`config.mk`:
```
export PLATFORM = sky130hd
export DESIGN_NAME = digit_entry_accumulator
export DESIGN_NICKNAME = d
export VERILOG_FILES = /design/src/rtl/digit_entry_accumulator.sv
export SDC_FILE = /design/constraint.sdc
export NUM_CORES = 1
export LEC_CHECK = 0
export ABC_AREA = 1
export CAP_MARGIN = 30
export CORE_MARGIN = 4
export CORE_UTILIZATION = 42
export CTS_BUF_LIST = sky130_fd_sc_hd__clkbuf_4 sky130_fd_sc_hd__clkbuf_8
export DETAILED_ROUTE_END_ITERATION = 10
export DONT_BUFFER_PORTS = 1
export PLACE_DENSITY = 0.56
export SETUP_SLACK_MARGIN = 0.02
export SKIP_LAST_GASP = 1
export SLEW_MARGIN = 5
export SYNTH_ARGS = -nofsm -noshare
export SYNTH_HDL_FRONTEND = slang
export SYNTH_SLANG_ARGS = --single-unit
```
`constraint.sdc`:
```
create_clock -name clk -period 5.85 [get_ports clk]
set_input_delay 0.2925 -clock clk [delete_from_list [all_inputs] [get_ports clk]]
set_output_delay 0.2925 -clock clk [all_outputs]
set_load 0.02 [all_outputs]
```
`src/rtl/digit_entry_accumulator.sv`:
```
`default_nettype none
// ============================================================================
// Module      : digit_entry_accumulator
// Description : Builds a signed two's-complement operand from keypad edits
//               (digit entry, backspace, sign toggle, clear). Up to six BCD
//               digits are held. After every accepted edit the binary value
//               is re-derived by a six-step multiply-by-10 FSM.
// Ports       : clk        - system clock, rising edge
//               reset      - synchronous, active-high reset
//               key_valid  - digit key pressed this cycle
//               key_digit  - digit code (legal 0..9)
//               key_neg    - toggle sign
//               key_back   - delete least-significant digit
//               key_clear  - clear entry (acts in any state)
//               ready      - edits accepted (low while converting)
//               value      - signed result, two's complement
//               length     - digits held, 0..MAX_DIGITS
//               neg        - current sign flag
//               done       - one-cycle pulse when value has been updated
//               err        - one-cycle pulse when an edit is rejected
// Revision    : 1.0 - initial release
// ============================================================================
module digit_entry_accumulator #(
    parameter int WIDTH      = 22,
    parameter int MAX_DIGITS = 6
) (
    input  logic             clk,
    input  logic             reset,
    input  logic             key_valid,
    input  logic [3:0]       key_digit,
    input  logic             key_neg,
    input  logic             key_back,
    input  logic             key_clear,
    output logic             ready,
    output logic [WIDTH-1:0] value,
    output logic [2:0]       length,
    output logic             neg,
    output logic             done,
    output logic             err
);

    localparam int          c_bcd_w   = 24;
    localparam int          c_acc_w   = WIDTH - 1;
    localparam logic [2:0]  c_max_len = 3'(MAX_DIGITS);
    localparam logic [2:0]  c_last    = 3'd5;

    localparam logic [0:0]  S_IDLE = 1'b0;
    localparam logic [0:0]  S_CONV = 1'b1;

    logic [0:0]         r_state;
    logic [c_bcd_w-1:0] r_bcd;
    logic [c_acc_w-1:0] r_acc;
    logic [2:0]         r_cnt;
    logic [2:0]         r_length;
    logic               r_neg;
    logic [WIDTH-1:0]   r_value;
    logic               r_ready;
    logic               r_done;
    logic               r_err;

    logic [2:0]         w_sel;
    logic [3:0]         w_digit;
    logic [c_acc_w-1:0] w_acc_next;
    logic [WIDTH-1:0]   w_mag;

    // Digits are consumed MSD first; unused upper digits are zero, so a
    // fixed six iterations always yields the right magnitude.
    assign w_sel      = c_last - r_cnt;
    assign w_digit    = r_bcd[{w_sel, 2'b00} +: 4];
    assign w_acc_next = (r_acc << 3) + (r_acc << 1)
                      + {{(c_acc_w-4){1'b0}}, w_digit};
    assign w_mag      = {1'b0, w_acc_next};

    always_ff @(posedge clk) begin
        if (reset) begin
            r_state  <= S_IDLE;
            r_bcd    <= '0;
            r_acc    <= '0;
            r_cnt    <= '0;
            r_length <= '0;
            r_neg    <= 1'b0;
            r_value  <= '0;
            r_ready  <= 1'b1;
            r_done   <= 1'b0;
            r_err    <= 1'b0;
        end else begin
            r_done <= 1'b0;
            r_err  <= 1'b0;
            if (key_clear) begin
                // Clear wins over everything and aborts a running conversion.
                r_state  <= S_IDLE;
                r_bcd    <= '0;
                r_acc    <= '0;
                r_cnt    <= '0;
                r_length <= '0;
                r_neg    <= 1'b0;
                r_value  <= '0;
                r_ready  <= 1'b1;
                r_done   <= 1'b1;
            end else if (r_state == S_IDLE) begin
                if (key_back) begin
                    if (r_length != 3'd0) begin
                        r_bcd    <= r_bcd >> 4;
                        r_length <= r_length - 3'd1;
                        r_state  <= S_CONV;
                        r_ready  <= 1'b0;
                        r_acc    <= '0;
                        r_cnt    <= '0;
                    end
                end else if (key_neg) begin
                    r_neg   <= ~r_neg;
                    r_state <= S_CONV;
                    r_ready <= 1'b0;
                    r_acc   <= '0;
                    r_cnt   <= '0;
                end else if (key_valid) begin
                    if ((key_digit > 4'd9) || (r_length == c_max_len)) begin
                        r_err <= 1'b1;
                    end else if (!((key_digit == 4'd0) && (r_length == 3'd0))) begin
                        // A leading zero falls through silently.
                        r_bcd    <= {r_bcd[c_bcd_w-5:0], key_digit};
                        r_length <= r_length + 3'd1;
                        r_state  <= S_CONV;
                        r_ready  <= 1'b0;
                        r_acc    <= '0;
                        r_cnt    <= '0;
                    end
                end
            end else begin
                r_acc <= w_acc_next;
                r_cnt <= r_cnt + 3'd1;
                if (r_cnt == c_last) begin
                    // value only changes here, so it never shows a partial sum.
                    r_value <= r_neg ? (-w_mag) : w_mag;
                    r_state <= S_IDLE;
                    r_ready <= 1'b1;
                    r_done  <= 1'b1;
                end
            end
        end
    end

    assign ready  = r_ready;
    assign value  = r_value;
    assign length = r_length;
    assign neg    = r_neg;
    assign done   = r_done;
    assign err    = r_err;

endmodule
`default_nettype wire
```
==> flow_summary_export.csv <==
group,metric,value,unit
pwr,ir_worst_vdd,121,uV
die,die_y,120,um
sta,tightestPinTransition,576,ps
hold_path,min_path_type,"input pin to flop",
setup_path,criticalPathCategory,"flop to flop",
pwr,p_leak,0.00272,uW
die,die_w,120,um
cts,cts-root-buf,"clkbuf_8",
sta,finalSetupViolations,0,
hold_path,min_path_cells,2,
drt,via_per_inst,5.25,
logic_synthesis,synthDistinctLibCells,42,
die,core,12200,um^2
logic_synthesis,netlist_instances,816,
cts,postCtsSetupBuffers,0,
setup_path,critical_path.top_delay_family,"simple AND/OR/NAND/NOR gates",
logic_synthesis,synth_top_cell_by_area,"dfxtp_1",
logic_synthesis,synthTopCellsByArea,"dfxtp_1 (29%), nand2_1 (18%), ha_1 (9.3%)",
grt,first_global_vias,4643,
sta,fin_tns_setup,0,ps
grt,grt_max_degree,48,
logic_synthesis,synthArstFlopShare,0,
setup_path,r2r_cells,23,
finish,final_common_cell,"nand2_1",
hold_path,hold-path-endpoint,"done$_SDFF_PP0_",
finish,fin_util,0.467,
cts,post_cts_resize_count,0,
finish,final_area,5680,um^2
finish,flow.area_growth_from_synthesis,7.94,%
setup_path,cp_max_fo,7,
logic_synthesis,synth_flop_cell,"dfxtp_1",
logic_synthesis,synth_edf_count,0,
setup_path,r2r_slack,1850,ps
cts,insertion_delay,380,ps
setup_path,crit_buf_inv,5,
sta,hold_viol,0,
setup_path,r2r-start,"r_cnt[1]$_SDFFE_PP0P_",
place,dp.final_hpwl,10700,um
place,gp_congestion,0.878,
place,placed_cell_area,5450,um^2
logic_synthesis,syn_nets,868,
cts,clockBufferDepth,2,
hold_path,hold_start,"key_clear",
cts,cts_sinks,77,
drt,vias,5144,
finish,layout-drive-gt1-share,0.0727,
logic_synthesis,ys_ff_latch,77,
finish,fin_nets,858,
sta,fmax,0.250,GHz
drt,finalWirelength,14400,um
sta,report.final.slew_viol_count,0,
drt,drc,0,
grt,grt_pass1_wl,23800,um
die,io_pins,39,
pwr,power_density,191,nW/um^2
die,die_area,14400,um^2
grt,grt_usage,0.204,
drt,wl_per_cell,14.7,um
logic_synthesis,syn_area,5260,um^2
setup_path,crit_arrival,4280,ps
die,rows,40,
drt,drtPass1Iterations,5,
die,start_util,0.433,
setup_path,cp_cell_sequence,"inv_1 -> ha_1 -> inv_1 -> nor2_1 -> o21ai_0 -> a2bb2oi_1 -> fa_1 -> inv_1 -> ha_1 -> nand3_1 -> nand3_1 -> nand3_1 -> nand3_1 -> nand2_1 -> nand2_1 -> o21ai_1 -> inv_2 -> nor2_4 -> nand2_1 -> nand2_1 -> nand3_1 -> nand2_1 -> inv_1",
cts,cts_max_level,3,
cts,clkTransAtPathRegs,90,ps
setup_path,start_kind,"flop",
setup_path,r2r_end,"value[16]$_SDFFE_PP0P_",
finish,diodes,0,
place,portBuffers,0,
drt,ant_nets,0,
setup_path,slowest_stage,"fa_1",
status,status,"complete, no violations",
finish,mostFrequentLayoutCells,"nand2_1 (255), inv_1 (93), dfxtp_1 (77), o21ai_0 (54), a21oi_1 (52)",
setup_path,cp.required,6140,ps
drt,drtIter0Drc,375,
cts,cts_buffers,9,
logic_synthesis,yosys_warnings,0,
place,placedCellCount,960,
cts,cts_tree,"yes",
finish,fill_cells,1301,
setup_path,critPathMaxStageDelay,480,ps
finish,layoutNonFillerInstCount,979,
flow_run,drv_cap,0,
logic_synthesis,synth_seq_area_share,0.293,
sta,skew,14.1,ps
sta,period_share,0.684,
logic_synthesis,syn_avg_cell_area,6.45,um^2
setup_path,end_kind,"flop",
grt,antenna_found_initial,0,
sta,slew_headroom,0.615,
grt,grt_remaining_overflow,0,
sta,period_needed,4000,ps
sta,rsz0062_at_grt,"false",
logic_synthesis,yosysTopAreaCellShare,0.293,
## report_power, final
group	switching [uW]	total, uW	internal [uW]
Combinational	70.7	105	34.0
Sequential	15.1	548	533
Clock	217	432	214
## layer usage
layer | part of all wire | routed length (um) | vias to the layer above | track usage
met5 | 0 | 0 | - | 0
met4 | 0.024 | 341 | 0 | 0.0709
met3 | 0.061 | 882 | 20 | 0.0476
met2 | 0.42 | 6040 | 132 | 0.300
met1 | 0.49 | 7110 | 2330 | 0.291
li1 | - | - | 2662 | -
## through the flow
stage	hold WS, ps	power (uW)	setup slack, ps
after floorplan	362	633	2370
after global placement	364	653	2000
after detailed placement	373	663	1930
after CTS	36.0	1090	1870
after global routing	52.9	1130	1420
final	49.0	1080	1850
## synth_stat cells (2+ instances only)
cell type    n
a21oi_1     52
a31oi_1     23
and2_1       3
buf_1        2
buf_2        4
clkbuf_1    22
dfxtp_1     77
fa_1         3
ha_1        39
inv_1       93
inv_2        6
nand2_1    255
nand2_2     11
nand3_1     47
nand3_2      4
nand4_1      6
nor2_1      49
nor2_2       8
nor2_4       2
nor3_1       7
nor4_1       4
o211ai_1     3
o21a_1       6
o21ai_0     54
o21ai_1      6
o21bai_1     3
o221ai_1     7
o22ai_1      2
o31ai_1      2
xnor2_1      2
xor2_1       3
## state kept, by name, summed over array words and instances (netlist names)
register and cells:
r_bcd 24, value 22, r_acc 20, length 3, r_cnt 3, done 1
err 1, neg 1, r_state 1, ready 1
## final cells by class
| cell class | count | area (um^2) | area share |
|---|---|---|---|
| Inverter | 99 | 372 | 0.0654 |
| Timing Repair Buffer | 9 | 124 | 0.0218 |
| Clock buffer | 11 | 145 | 0.0256 |
| Clock inverter | 5 | 58.8 | 0.0104 |
| Tap cell | 168 | 210 | 0.0370 |
| Sequential cell | 77 | 1540 | 0.271 |
| Multi-Input combinational cell | 610 | 3230 | 0.569 |
## worst max path at each step
| stage | start | end | depth (start not counted) |
|---|---|---|---|
| global placement | r_cnt[0]$_SDFFE_PP0P_ | value[16]$_SDFFE_PP0P_ | 22 |
| detailed placement | r_cnt[1]$_SDFFE_PP0P_ | value[16]$_SDFFE_PP0P_ | 25 |
| global route | r_cnt[1]$_SDFFE_PP0P_ | value[16]$_SDFFE_PP0P_ | 25 |
| floorplan | r_cnt[1]$_SDFFE_PP0P_ | value[16]$_SDFFE_PP0P_ | 23 |
| finish | r_cnt[1]$_SDFFE_PP0P_ | value[16]$_SDFFE_PP0P_ | 23 |
| CTS | r_cnt[1]$_SDFFE_PP0P_ | value[16]$_SDFFE_PP0P_ | 23 |
## kinds of logic (layout without fill, tap and decap cells)
family / Yosys count / in the layout / share of synthesized area
adders and majority gates: 42 / 42 / 0.104
buffers and inverters: 129 / 124 / 0.0951
DFF: 77 / 77 / 0.293
xor gates and xnor gates: 5 / 5 / 0.00832
AOI/OAI and AO/OA: 161 / 161 / 0.173
and+or+nand+nor: 402 / 402 / 0.327
## repair_timing
item,in CTS,in global routing
setup endpoints to repair,0,0
hold endpoints to repair,2,0
hold buffers,2,0
Power figures use the tool's default switching activity.
